`src/rtl/pc_sequencer_if.sv`:
```
// Control/fetch bundle between the control unit, instruction memory and pc_sequencer.
interface pc_sequencer_if;
    logic [1:0]  PCSel;
    logic [31:0] Immd32;
    logic [25:0] JTarget;
    logic        ImemReady;
    logic        Resume;
    logic [31:0] PC;
    logic [31:0] PC4;
    logic        FetchReq;
    logic        InsValid;
    logic        Halted;
    logic        FetchTimeout;
    logic [31:0] RetireCnt;

    modport master (
        output PCSel, Immd32, JTarget, ImemReady, Resume,
        input  PC, PC4, FetchReq, InsValid, Halted, FetchTimeout, RetireCnt
    );

    modport slave (
        input  PCSel, Immd32, JTarget, ImemReady, Resume,
        output PC, PC4, FetchReq, InsValid, Halted, FetchTimeout, RetireCnt
    );
endinterface

```
`src/rtl/pc_sequencer.sv`:
```
// Program-counter sequencer: RUN/HALTED FSM with branch/jump select, stall timeout
// and an optional retire counter enabled by the PC_RETIRE_CNT_EN macro.
module pc_sequencer #(
    parameter logic [31:0] RESET_PC    = 32'h0000_0000,
    parameter int          STALL_LIMIT = 16
) (
    input logic            CLK,
    input logic            RST,
    pc_sequencer_if.slave  bus
);
    typedef enum logic {RUN, HALTED} state_t;

    localparam int SW = $clog2(STALL_LIMIT + 1);
    localparam logic [SW-1:0] STALL_LAST = SW'(STALL_LIMIT - 1);

    state_t        state, state_nxt;
    logic [31:0]   pc, pc_nxt, pc4;
    logic [SW-1:0] stall_cnt, stall_nxt;
    logic          timeout, timeout_nxt;
    logic          fetch_req, ins_valid, halted;

    assign pc4 = pc + 32'd4;

    always_ff @(posedge CLK) begin
        if (RST) begin
            state     <= RUN;
            pc        <= RESET_PC;
            stall_cnt <= '0;
            timeout   <= 1'b0;
        end else begin
            state     <= state_nxt;
            pc        <= pc_nxt;
            stall_cnt <= stall_nxt;
            timeout   <= timeout_nxt;
        end
    end

    always_comb begin
        state_nxt   = state;
        pc_nxt      = pc;
        stall_nxt   = stall_cnt;
        timeout_nxt = timeout;
        fetch_req   = 1'b0;
        ins_valid   = 1'b0;
        halted      = 1'b0;
        case (state)
            RUN: begin
                fetch_req = 1'b1;
                if (bus.ImemReady) begin
                    ins_valid = 1'b1;
                    stall_nxt = '0;
                    case (bus.PCSel)
                        2'b00:   pc_nxt = pc4;
                        2'b01:   pc_nxt = pc4 + (bus.Immd32 << 2);
                        2'b10:   pc_nxt = {pc4[31:28], bus.JTarget, 2'b00};
                        default: state_nxt = HALTED;  // PC stays on the HALT word
                    endcase
                end else if (stall_cnt == STALL_LAST) begin
                    // this stall cycle is the STALL_LIMIT-th in a row
                    stall_nxt   = '0;
                    timeout_nxt = 1'b1;
                    state_nxt   = HALTED;
                end else begin
                    stall_nxt = stall_cnt + 1'b1;
                end
            end
            HALTED: begin
                halted = 1'b1;
                if (bus.Resume) begin
                    pc_nxt    = pc4;
                    state_nxt = RUN;
                end
            end
            default: state_nxt = RUN;
        endcase
    end

    assign bus.PC           = pc;
    assign bus.PC4          = pc4;
    assign bus.FetchReq     = fetch_req;
    assign bus.InsValid     = ins_valid;
    assign bus.Halted       = halted;
    assign bus.FetchTimeout = timeout;

`ifdef PC_RETIRE_CNT_EN
    logic [31:0] retire_cnt;

    always_ff @(posedge CLK) begin
        if (RST)            retire_cnt <= '0;
        else if (ins_valid) retire_cnt <= retire_cnt + 32'd1;
    end

    assign bus.RetireCnt = retire_cnt;
`else
    assign bus.RetireCnt = '0;
`endif
endmodule

```
`src/flat_wrapper.sv`:
```
// flat-port wrapper written by rule: the top's interface ports become plain ports
module pc_sequencer_flat 
#(
    parameter logic [31:0] RESET_PC    = 32'h0000_0000,
    parameter int          STALL_LIMIT = 16
)
  (CLK, RST, bus_PCSel, bus_Immd32, bus_JTarget, bus_ImemReady, bus_Resume, bus_PC, bus_PC4, bus_FetchReq, bus_InsValid, bus_Halted, bus_FetchTimeout, bus_RetireCnt);
  pc_sequencer_if bus_i ();
  input logic CLK;
  input logic RST;
  input wire logic [$bits(bus_i.PCSel)-1:0] bus_PCSel;
  input wire logic [$bits(bus_i.Immd32)-1:0] bus_Immd32;
  input wire logic [$bits(bus_i.JTarget)-1:0] bus_JTarget;
  input wire logic [$bits(bus_i.ImemReady)-1:0] bus_ImemReady;
  input wire logic [$bits(bus_i.Resume)-1:0] bus_Resume;
  output wire logic [$bits(bus_i.PC)-1:0] bus_PC;
  output wire logic [$bits(bus_i.PC4)-1:0] bus_PC4;
  output wire logic [$bits(bus_i.FetchReq)-1:0] bus_FetchReq;
  output wire logic [$bits(bus_i.InsValid)-1:0] bus_InsValid;
  output wire logic [$bits(bus_i.Halted)-1:0] bus_Halted;
  output wire logic [$bits(bus_i.FetchTimeout)-1:0] bus_FetchTimeout;
  output wire logic [$bits(bus_i.RetireCnt)-1:0] bus_RetireCnt;
  assign bus_i.PCSel = bus_PCSel;
  assign bus_i.Immd32 = bus_Immd32;
  assign bus_i.JTarget = bus_JTarget;
  assign bus_i.ImemReady = bus_ImemReady;
  assign bus_i.Resume = bus_Resume;
  assign bus_PC = bus_i.PC;
  assign bus_PC4 = bus_i.PC4;
  assign bus_FetchReq = bus_i.FetchReq;
  assign bus_InsValid = bus_i.InsValid;
  assign bus_Halted = bus_i.Halted;
  assign bus_FetchTimeout = bus_i.FetchTimeout;
  assign bus_RetireCnt = bus_i.RetireCnt;
  pc_sequencer #(.RESET_PC(RESET_PC), .STALL_LIMIT(STALL_LIMIT)) u_core (.CLK(CLK), .RST(RST), .bus(bus_i));
endmodule
```
`config.mk`:
```
export PLATFORM = sky130hd
export DESIGN_NAME = pc_sequencer_flat
export DESIGN_NICKNAME = d
export VERILOG_FILES = /design/src/rtl/pc_sequencer_if.sv /design/src/rtl/pc_sequencer.sv /design/src/flat_wrapper.sv
export SDC_FILE = /design/constraint.sdc
export NUM_CORES = 1
export LEC_CHECK = 0
export ABC_AREA = 1
export CAP_MARGIN = 20
export CORE_MARGIN = 5
export CORE_UTILIZATION = 49
export DETAILED_ROUTE_END_ITERATION = 16
export PLACE_DENSITY = 0.83
export SLEW_MARGIN = 20
export SYNTH_ARGS = -nofsm -noshare
export SYNTH_HDL_FRONTEND = slang
export SYNTH_SLANG_ARGS = --single-unit
```
`constraint.sdc`:
```
create_clock -name CLK -period 3.8 [get_ports CLK]
set_input_delay 1.14 -clock CLK [delete_from_list [all_inputs] [get_ports CLK]]
set_output_delay 1.14 -clock CLK [all_outputs]
set_load 0.005 [all_outputs]
```
Word level (Yosys, flattened, before mapping)
Index checks and enable logic that the tools add are counted.
- word-level logic and storage cells: 34
- bits in registers: 39
- output and inout bits: 100
- input port bits: 64
- eq/ne operators: 6
- bitwise operators: 2
- $add $sub $neg: 3
- muxes and demuxes: 15
- reduce and logical (&&, ||, !) cells: 4
- operators with widths (operator ; number):
    one-hot mux 32 bit (3 select lines) ; 1
    two-way mux 32 bit ; 2
    one-hot mux 32 bit (2 select lines) ; 1
    adder 32 x 3 -> 32 bit (second input constant) ; 1
    adder 32 bit ; 1
    two-way mux 5 bit ; 2
    two-way mux 1 bit ; 8
    AND reduction 3 bit ; 2
    adder 5 x 1 -> 5 bit (second input constant) ; 1
    == test 5 x 4 -> 1 bit (second input constant) ; 1
    != test 2 bit (second input constant) ; 2
    != test 4 bit (second input constant) ; 1
    OR reduction 3 bit ; 1
    == test 2 x 1 -> 1 bit (second input constant) ; 1
    == test 2 bit (second input constant) ; 1
    zero test 2 bit ; 1
    inverter 1 bit ; 2
    one-hot mux 1 bit (2 select lines) ; 1

Depth between registers and ports, before layout
Gate-level depths: netlist of run 1.
- depth in word-level cells: 5
- gate-level depth with buffers: 24

Least setup slack after synthesis of run 1
Ideal clock, no wire load.
- path kind: flip-flop to flip-flop
- from: register u_core.pc[2], in the netlist u_core.bus.PC[2]
- to: register u_core.pc[27], in the netlist u_core.bus.PC[27]
- library setup time: 0.137 ns
- cell stages (with the launch flop): 23
- arrival: 2.617 ns
- clock period less this slack: 2.753 ns
- buffers on the path: 0
- slack: 1.047 ns
- required time: 3.663 ns
- cell sequence: dfxtp_1 -> ha_1 -> nand3_2 -> nor2_4 -> nand2_4 -> nor2_8 -> nand3_4 -> nor2_1 -> nand2_1 -> nand2_2 -> inv_1 -> ha_1 -> nand2_1 -> nor2_1 -> inv_1 -> nor3_1 -> nand2_1 -> nand2_1 -> nand2_1 -> nand3_1 -> nand2_1 -> nand2_1 -> a21oi_1
- cells in the longest elaborated chain, start to end: 5
- elaborated cells on any way between the ends: 6
- classes of those cells: add/sub: 2; mux: 4
- ends and longest elaborated chain (element ; line ; source):
    from (decl) ; pc_sequencer.sv:17 ; logic [31:0] pc, pc_nxt, pc4;
    from (signal assigned) ; pc_sequencer.sv:32 ; pc <= pc_nxt;
    adder 32 x 3 -> 32 bit ; pc_sequencer.sv:22 ; assign pc4 = pc + 32'd4;
    net bus_PC4[26] ; flat_wrapper.sv:17 ; output wire logic [$bits(bus_i.PC4)-1:0] bus_PC4;
    adder 32 bit ; pc_sequencer.sv:54 ; 2'b01: pc_nxt = pc4 + (bus.Immd32 << 2);
    one-hot mux 32 bit (3 select lines) ; pc_sequencer.sv:52 ; case (bus.PCSel)
    two-way mux 32 bit ; pc_sequencer.sv:49 ; if (bus.ImemReady) begin
    one-hot mux 32 bit (2 select lines) ; pc_sequencer.sv:46 ; case (state)
The timed path passes the listed nets, and every way through them passes these cells. The select of a mux whose other input is x is not followed.
A chain may end at the register's enable or synchronous reset.

Final worst setup path of run 1
- from: register u_core.pc[5], in the netlist u_core.bus.PC[5]
- to: output bus_PC4[11]
- cells in the longest elaborated chain, start to end: 1
- ends and longest elaborated chain (element ; line):
    adder 32 x 3 -> 32 bit ; pc_sequencer.sv:22
    to (decl) ; flat_wrapper.sv:17
Every way passes these cells.

==> results_tabular.tex, run 1 <==
\begin{tabular}{lr}
\hline
Metric & Value \\
\hline
\multicolumn{2}{l}{\textbf{Power}} \\
Pint & 0.0009028 W \\
P per Cell Area & 237.6 mW/mm\^{}2 \\
Net Sw Frac & 0.4390 \\
Max rail drop VDD & 0.0002063 V \\
Share of total power in combinational logic & 0.534 \\
P\_leak & 3.469 nW \\
Share of power burned in registers & 0.291 \\
Power spent charging and discharging nets & 0.0007064 W \\
Share of total power in the clock network & 0.175 \\
\multicolumn{2}{l}{\textbf{Min path}} \\
Hold EP & u\_core.bus.FetchTimeout \\
Hold path cells & 2 \\
Hold wc startpoint & u\_core.bus.FetchTimeout \\
Path class of the lowest-slack min-delay path & reg2reg \\
\multicolumn{2}{l}{\textbf{Synth}} \\
Number of distinct library cells after synthesis & 45 \\
Most area-hungry cell type in the Yosys netlist & sky130\_fd\_sc\_hd\_\_nand2\_1 \\
Most common cell in the synthesized netlist & sky130\_fd\_sc\_hd\_\_nand2\_1 \\
Post-synth top flop & sky130\_fd\_sc\_hd\_\_dfxtp\_1 \\
Avg Synthesized Cell Area & 5.582 sq um \\
Gate count of the mapped netlist & 967 \\
Share of async-settable or async-resettable flops after synthesis & 0 \\
Synth Cell Area & 0.005398 sq mm \\
Share of the synthesized area in the top cell type & 0.2163 \\
Yosys warnings & 0 \\
FF+latch count, synth & 37 \\
Sequential cell area fraction in the yosys report & 0.1372 \\
Most frequent cells after synthesis & sky130\_fd\_sc\_hd\_\_nand2\_1, sky130\_fd\_sc\_hd\_\_inv\_1, sky130\_fd\_sc\_hd\_\_a21oi\_1, sky130\_fd\_sc\_hd\_\_nor2\_1, sky130\_fd\_sc\_hd\_\_nand3\_1 \\
Most area-consuming cells after synthesis & sky130\_fd\_sc\_hd\_\_nand2\_1, sky130\_fd\_sc\_hd\_\_dfxtp\_1, sky130\_fd\_sc\_hd\_\_inv\_1, sky130\_fd\_sc\_hd\_\_ha\_1, sky130\_fd\_sc\_hd\_\_a21oi\_1 \\
Post-synth EDFFs & 0 \\
\multicolumn{2}{l}{\textbf{Clock network}} \\
Insertion delay of the later-clocked pin in the worst-skew pair & 300 ps \\
Root Buffer & sky130\_fd\_sc\_hd\_\_clkbuf\_8 \\
Post-CTS clock slew at the launch and capture registers of the worst setup and hold paths & 80 ps \\
Sink count of the clock tree & 37 \\
Buffers from clock root to sink, at most & 2 \\
H-tree levels & 2 \\
Post-CTS Setup Bufs & 0 \\
Clock tree from TritonCTS & yes \\
Inserted Clock Buffers & 5 \\
Number of buffers added to fix hold violations after cts & 0 \\
Number of gates given a new drive strength after cts & 0 \\
\multicolumn{2}{l}{\textbf{STA}} \\
Maximum clock frequency & 0.2737 GHz \\
Tightest hold margin & 449.3 ps \\
Final hold violations & 0 \\
Final slew viol count & 0 \\
Final-report setup violation count & 0 \\
Ratio of final minimum period to clock period & 0.9616 \\
Measured slew at the worst slew-check pin & 703.6 ps \\
Worst relative slew slack & 0.5294 \\
Min Tclk post-route & 3654 ps \\
Worst Clk Skew & 12.15 ps \\
Setup total negative slack & 0 ps \\
Setup repair after global routing missed its margin & no \\
\multicolumn{2}{l}{\textbf{Setup path}} \\
Critical path cell sequence & inv\_1 -> nor3\_2 -> nand2\_1 -> nor2\_2 -> xor2\_1 -> clkdlybuf4s50\_1 \\
Crit path max-delay cell type & sky130\_fd\_sc\_hd\_\_clkdlybuf4s50\_1 \\
Required time worst endpoint & 2660 ps \\
Worst R2R Start & u\_core.bus.PC[2] \\
Slowest cell delay on critical path & 600 ps \\
Reg2reg path depth & 18 \\
Total stage count of the critical path & 6 \\
Cell family contributing the most delay on the critical path & buffers and inverters \\
Arrival @ worst endpoint & 2510 ps \\
Startpoint types & flip-flop \\
Kind of end point of the critical path & output pin \\
Worst setup path start & u\_core.bus.PC[5] \\
Reg-to-reg slack, setup & 350 ps \\
Combined buffer and inverter count along the critical path & 2 \\
Maximum fanout count along the critical path & 6 \\
Setup CP Type & reg2out \\
Reg2Reg Capture Point & u\_core.bus.PC[28] \\
\multicolumn{2}{l}{\textbf{Drt}} \\
Routed via count & 6437 \\
First-pass iteration count of the detailed router & 7 \\
Mean number of vias per cell & 5.238 \\
Drt total wl & 19.19 mm \\
Wire length per cell after detailed routing & 15.61 um \\
Starting DRT DRC Count & 612 \\
Number of design rule violations left after detail routing & 0 \\
Number of nets with antenna violations after routing & 0 \\
\multicolumn{2}{l}{\textbf{Floorplan}} \\
Total Die Area & 0.01321 sq mm \\
Standard cell core area & 0.01084 sq mm \\
Ports placed on the boundary & 164 \\
Effective utilization at floorplan & 0.4979 \\
Die H & 115.0 um \\
Width of the die & 115.0 um \\
Number of placement rows & 38 \\
\multicolumn{2}{l}{\textbf{Global route}} \\
Vias in the first global route & 5941 \\
Initial antenna violation count & 0 \\
Maximum number of pins on one net before global-route repair & 28 \\
Global route overflow & 0 \\
Global-route wire length before repair & 29.93 mm \\
All-Layer GR Usage & 0.2845 \\
\multicolumn{2}{l}{\textbf{Flow run}} \\
Max cap viols & 0 \\
\multicolumn{2}{l}{\textbf{Cells and area}} \\
Total inserted antenna cells & 0 \\
Signed area change from the synthesized netlist to the final layout & 25.48\% \\
Number of non-filler instances in the completed layout & 1229 \\
Number of nets at the end of the flow & 1192 \\
Share of layout cells above drive strength 1 & 0.05051 \\
Post-route cell area & 0.006773 sq mm \\
\multicolumn{2}{l}{\textbf{Run status}} \\
Outcome & finished clean \\
\multicolumn{2}{l}{\textbf{Place}} \\
Placed inst area & 0.006679 sq mm \\
Half-perimeter wire length of the detailed placement result & 15.94 mm \\
Final GP Congestion & 1.007 \\
Placed instance count & 1221 \\
\# port buffers & 125 \\
\hline
\end{tabular}
## logic make-up after synthesis
logic type	Yosys count	share of synthesized area
adder cells (fa/ha/maj)	40	0.09411
AND/OR/NAND/NOR	509	0.4098
XOR/XNOR	20	0.03523
other	1	0.0006947
AO/OA/AOI/OAI	147	0.1486
buffers and inverters	213	0.1743
flip-flops	37	0.1372
## worst reg2reg max path, stage by stage, from the launching register on
cell	delay (ps)
sky130_fd_sc_hd__dfxtp_1	400
sky130_fd_sc_hd__ha_1	220
sky130_fd_sc_hd__nand3_2	140
sky130_fd_sc_hd__nor2_4	170
sky130_fd_sc_hd__nand2_4	90
sky130_fd_sc_hd__nor2_8	200
sky130_fd_sc_hd__nand3_4	110
sky130_fd_sc_hd__nand2_1	70
sky130_fd_sc_hd__nand2_1	150
sky130_fd_sc_hd__ha_1	440
sky130_fd_sc_hd__nand2_1	120
sky130_fd_sc_hd__nor2_1	290
sky130_fd_sc_hd__inv_1	70
sky130_fd_sc_hd__nor3_1	280
sky130_fd_sc_hd__o21ai_0	270
sky130_fd_sc_hd__nand3_1	150
sky130_fd_sc_hd__nand2_1	60
sky130_fd_sc_hd__nand3_1	80
sky130_fd_sc_hd__a21oi_1	60
## power groups by stage
stage	clock network (W)	logic (W)	registers [W]
floorplan	0	0.000516	0.000464
global placement	0	0.000835	0.000475
detailed placement	0	0.000842	0.000475
CTS	0.000282	0.000847	0.000467
global route	0.000297	0.000954	0.000474
finish	0.000281	0.000859	0.000469
## sequential cells by signal, indices dropped and copies added, names as in the netlist
register and flops:
u_core.stall_cnt 5, u_core.bus.PC 30, u_core.bus.FetchTimeout 1, u_core.state 1
## stage by stage
step | setup WS, ps | power [W] | util
after floorplan | 1047 | 0.0009801 | -
after global placement | 267.8 | 0.001310 | 0.6161
after detailed placement | 233.6 | 0.001317 | 0.6161
after CTS | 140.8 | 0.001596 | 0.6241
after global routing | 35.42 | 0.001725 | 0.6248
final | 145.8 | 0.001609 | 0.6248
## area by class of cell
cell class,instances,area (sq um)
fill,1110,4068
multi-input combinational,752,3855
timing repair buffer,135,1326
sequential,37,740.7
inverter,157,589.3
tap,140,175.2
clock buffer,5,68.82
clock inverter,3,17.52
## how the worst max path moves through the flow
stage                             end
floorplan           u_core.bus.PC[27]
global placement    u_core.bus.PC[30]
detailed placement  u_core.bus.PC[30]
CTS                       bus_PC4[11]
global route              bus_PC4[26]
finish                    bus_PC4[11]
## metal layers
layer	wire, um	vias to the layer above	part of all wire	track usage
met4	483	0	0.025	0.07199
li1	-	3245	-	-
met1	8169	2862	0.43	0.3802
met3	1897	37	0.099	0.05737
met2	8637	293	0.45	0.4695
met5	0	-	0	0
## placed cells by master, fill, tap and decap left out, types with 3 or more instances in the layout
master / instances
sky130_fd_sc_hd__ha_1: 39
sky130_fd_sc_hd__inv_1: 146
sky130_fd_sc_hd__or2_2: 4
sky130_fd_sc_hd__o21bai_1: 3
sky130_fd_sc_hd__clkinv_1: 4
sky130_fd_sc_hd__a21o_1: 3
sky130_fd_sc_hd__nor3_1: 11
sky130_fd_sc_hd__nand4_1: 18
sky130_fd_sc_hd__o21ai_0: 41
sky130_fd_sc_hd__nand2_4: 3
sky130_fd_sc_hd__clkdlybuf4s50_1: 125
sky130_fd_sc_hd__buf_4: 10
sky130_fd_sc_hd__nand3b_1: 5
sky130_fd_sc_hd__dfxtp_1: 37
sky130_fd_sc_hd__inv_2: 7
sky130_fd_sc_hd__nor2_1: 73
sky130_fd_sc_hd__conb_1: 36
sky130_fd_sc_hd__clkbuf_8: 5
sky130_fd_sc_hd__nand3_1: 69
sky130_fd_sc_hd__a31oi_1: 3
sky130_fd_sc_hd__nor2_4: 3
sky130_fd_sc_hd__xnor2_1: 5
sky130_fd_sc_hd__a21oi_1: 78
sky130_fd_sc_hd__a21oi_2: 5
sky130_fd_sc_hd__o21ai_1: 7
sky130_fd_sc_hd__xor2_1: 12
sky130_fd_sc_hd__nand2_1: 311
(Power assumes the default switching activity.)
==> inputs of run 2 (changes only) <==
- MAX_ROUTING_LAYER: not set -> met4
- REMOVE_ABC_BUFFERS: not set -> 1
==> results_tabular.tex, run 2 (synthesis gave the netlist of run 1 again) <==
\begin{tabular}{lr}
\hline
Metric & Value \\
\hline
\multicolumn{2}{l}{\textbf{Run status}} \\
Outcome & finished clean (unchanged) \\
\multicolumn{2}{l}{\textbf{Clock network}} \\
Post-CTS clock slew at the launch and capture registers of the worst setup and hold paths & 70 ps (was 80 ps) \\
Inserted Clock Buffers & 5 (unchanged) \\
Post-CTS Setup Bufs & 0 (unchanged) \\
Sink count of the clock tree & 37 (unchanged) \\
Insertion delay of the later-clocked pin in the worst-skew pair & 290 ps (was 300 ps) \\
H-tree levels & 2 (unchanged) \\
Clock tree from TritonCTS & yes (unchanged) \\
Root Buffer & sky130\_fd\_sc\_hd\_\_clkbuf\_8 (unchanged) \\
Buffers from clock root to sink, at most & 2 (unchanged) \\
\multicolumn{2}{l}{\textbf{STA}} \\
Measured slew at the worst slew-check pin & 755.9 ps (was 703.6 ps) \\
Minimum setup slack in the final design & 178.3 ps (was 145.8 ps) \\
Setup repair after global routing missed its margin & no (unchanged) \\
Tightest hold margin & 452.9 ps (was 449.3 ps) \\
Final-report setup violation count & 0 (unchanged) \\
Maximum clock frequency & 0.2761 GHz (was 0.2737 GHz) \\
Setup total negative slack & 0 ps (unchanged) \\
Final slew viol count & 0 (unchanged) \\
Min Tclk post-route & 3622 ps (was 3654 ps) \\
Worst relative slew slack & 0.4944 (was 0.5294) \\
Ratio of final minimum period to clock period & 0.9531 (was 0.9616) \\
Final hold violations & 0 (unchanged) \\
Worst Clk Skew & 2.504 ps (was 12.15 ps) \\
\multicolumn{2}{l}{\textbf{Floorplan}} \\
Number of placement rows & 38 (unchanged) \\
Total Die Area & 0.01321 sq mm (unchanged) \\
Effective utilization at floorplan & 0.4979 (unchanged) \\
Width of the die & 115.0 um (unchanged) \\
Ports placed on the boundary & 164 (unchanged) \\
Standard cell core area & 0.01084 sq mm (unchanged) \\
Die H & 115.0 um (unchanged) \\
\multicolumn{2}{l}{\textbf{Place}} \\
Half-perimeter wire length of the detailed placement result & 15.11 mm (was 15.94 mm) \\
Final GP Congestion & 0.9886 (was 1.007) \\
\# port buffers & 125 (unchanged) \\
Worst slack, placed & -68.73 ps (was 233.6 ps) \\
\multicolumn{2}{l}{\textbf{Global route}} \\
Initial antenna violation count & 0 (unchanged) \\
Maximum number of pins on one net before global-route repair & 37 (was 28) \\
All-Layer GR Usage & 0.2805 (was 0.2845) \\
Global route overflow & 0 (unchanged) \\
Global-route wire length before repair & 28.77 mm (was 29.93 mm) \\
Vias in the first global route & 5829 (was 5941) \\
\multicolumn{2}{l}{\textbf{Setup path}} \\
Maximum fanout count along the critical path & 8 (was 6) \\
Kind of end point of the critical path & output pin (unchanged) \\
Worst R2R Start & u\_core.bus.PC[2] (unchanged) \\
Arrival @ worst endpoint & 2480 ps (was 2510 ps) \\
Reg2reg path depth & 16 (was 18) \\
Required time worst endpoint & 2660 ps (about the same) \\
Startpoint types & flip-flop (unchanged) \\
Setup CP Type & reg2out (unchanged) \\
Worst setup path start & u\_core.bus.PC[2] (was u\_core.bus.PC[5]) \\
Reg2Reg Capture Point & u\_core.bus.PC[14] (was u\_core.bus.PC[28]) \\
Reg-to-reg slack, setup & 280 ps (was 350 ps) \\
End of the critical path & bus\_PC4[26] (was bus\_PC4[11]) \\
\multicolumn{2}{l}{\textbf{Cells and area}} \\
Number of nets at the end of the flow & 1189 (was 1192) \\
Signed area change from the synthesized netlist to the final layout & 25.50\% (was 25.48\%) \\
Total inserted antenna cells & 0 (unchanged) \\
Share of layout cells above drive strength 1 & 0.04700 (was 0.05051) \\
Number of flip-flops under the largest register name & 30 (unchanged) \\
Leading cell types in the layout, fill and taps excluded & sky130\_fd\_sc\_hd\_\_nand2\_1, sky130\_fd\_sc\_hd\_\_inv\_1, sky130\_fd\_sc\_hd\_\_clkdlybuf4s50\_1 (unchanged) \\
Most common cell after layout, fill and taps aside & sky130\_fd\_sc\_hd\_\_nand2\_1 (unchanged) \\
\multicolumn{2}{l}{\textbf{Drt}} \\
Routed via count & 6439 (was 6437) \\
Starting DRT DRC Count & 541 (was 612) \\
Wire length per cell after detailed routing & 15.07 um (was 15.61 um) \\
Number of nets with antenna violations after routing & 0 (unchanged) \\
Mean number of vias per cell & 5.256 (was 5.238) \\
Number of design rule violations left after detail routing & 0 (unchanged) \\
Drt total wl & 18.46 mm (was 19.19 mm) \\
First-pass iteration count of the detailed router & 5 (was 7) \\
\multicolumn{2}{l}{\textbf{Min path}} \\
Path class of the lowest-slack min-delay path & reg2reg (unchanged) \\
Hold path cells & 2 (unchanged) \\
\multicolumn{2}{l}{\textbf{Power}} \\
P per Cell Area & 236.9 mW/mm\^{}2 (was 237.6 mW/mm\^{}2) \\
P\_leak & 3.459 nW (was 3.469 nW) \\
Max rail drop VDD & 0.0001920 V (was 0.0002063 V) \\
\multicolumn{2}{l}{\textbf{Flow run}} \\
Max cap viols & 0 (unchanged) \\
\hline
\end{tabular}
run 2: cell types whose count changed in the layout (fill, tap and decap cells not counted), sizes merged:
cell	previous run	this run
clkinv	6	4
clkbuf	5	7
buf	10	7
clkinvlp	1	0
run 2: stage by stage:
| step | cells | cell area, sq um | utilization | total power (W) |
|---|---|---|---|---|
| after floorplan | 946 | 5177 | - | 0.0009422 |
| after global placement | 1217 | 6661 | 0.6145 | 0.001300 |
| after detailed placement | 1217 | 6661 | 0.6145 | 0.001309 |
| after CTS | 1224 | 6748 | 0.6225 | 0.001591 |
| after global routing | 1225 | 6774 | 0.6249 | 0.001721 |
| final | 1225 | 6774 | 0.6249 | 0.001605 |
run 2: layer usage:
metal | wire (um) | GRT usage
met5 | 0 | -
met4 | 361 | 0.07121
met3 | 1575 | 0.02474
met2 | 8495 | 0.4529
met1 | 8029 | 0.3782
run 2: worst min path at each step:
| stage | from | end | slack, ps |
|---|---|---|---|
| global route | u_core.stall_cnt[4] | u_core.stall_cnt[4] | 470 |
| detailed placement | u_core.bus.FetchTimeout | u_core.bus.FetchTimeout | 440 |
| global placement | u_core.stall_cnt[4] | u_core.stall_cnt[4] | 440 |
| CTS | u_core.bus.FetchTimeout | u_core.bus.FetchTimeout | 450 |
| floorplan | u_core.stall_cnt[4] | u_core.stall_cnt[4] | 430 |
| finish | u_core.bus.FetchTimeout | u_core.bus.FetchTimeout | 450 |
run 2: power breakdown:
group          switching, W  internal [W]  leakage [nW]
Combinational      0.000491      0.000360          3.11
Clock              0.000139      0.000144        0.0443
Sequential        0.0000527      0.000418         0.303
Total              0.000683      0.000922          3.46
run 2: area by class of cell:
class	count	area (sq um)
well taps	140	175.2
flip-flops and latches	37	740.7
inverters	157	589.3
clock buffers	7	86.33
multi-input cells	752	3862
fillers	1114	4066
repair buffers	132	1320
run 2: repair_timing:
action	4_1_cts	5_1_grt
endpoints found under the hold margin	0	0
gates resized for setup	0	2
setup endpoints to repair	0	3
hold buffers	0	0
run 2: critical path: stages, from the launching register on:
cell and delay, ps:
sky130_fd_sc_hd__dfxtp_1 410, sky130_fd_sc_hd__ha_1 230, sky130_fd_sc_hd__nand3_2 130, sky130_fd_sc_hd__nor2_4 170, sky130_fd_sc_hd__nand2_4 90, sky130_fd_sc_hd__nor2_8 190
sky130_fd_sc_hd__nand3_4 100, sky130_fd_sc_hd__o21bai_2 130, sky130_fd_sc_hd__nand2_2 70, sky130_fd_sc_hd__inv_1 120, sky130_fd_sc_hd__clkdlybuf4s50_1 530
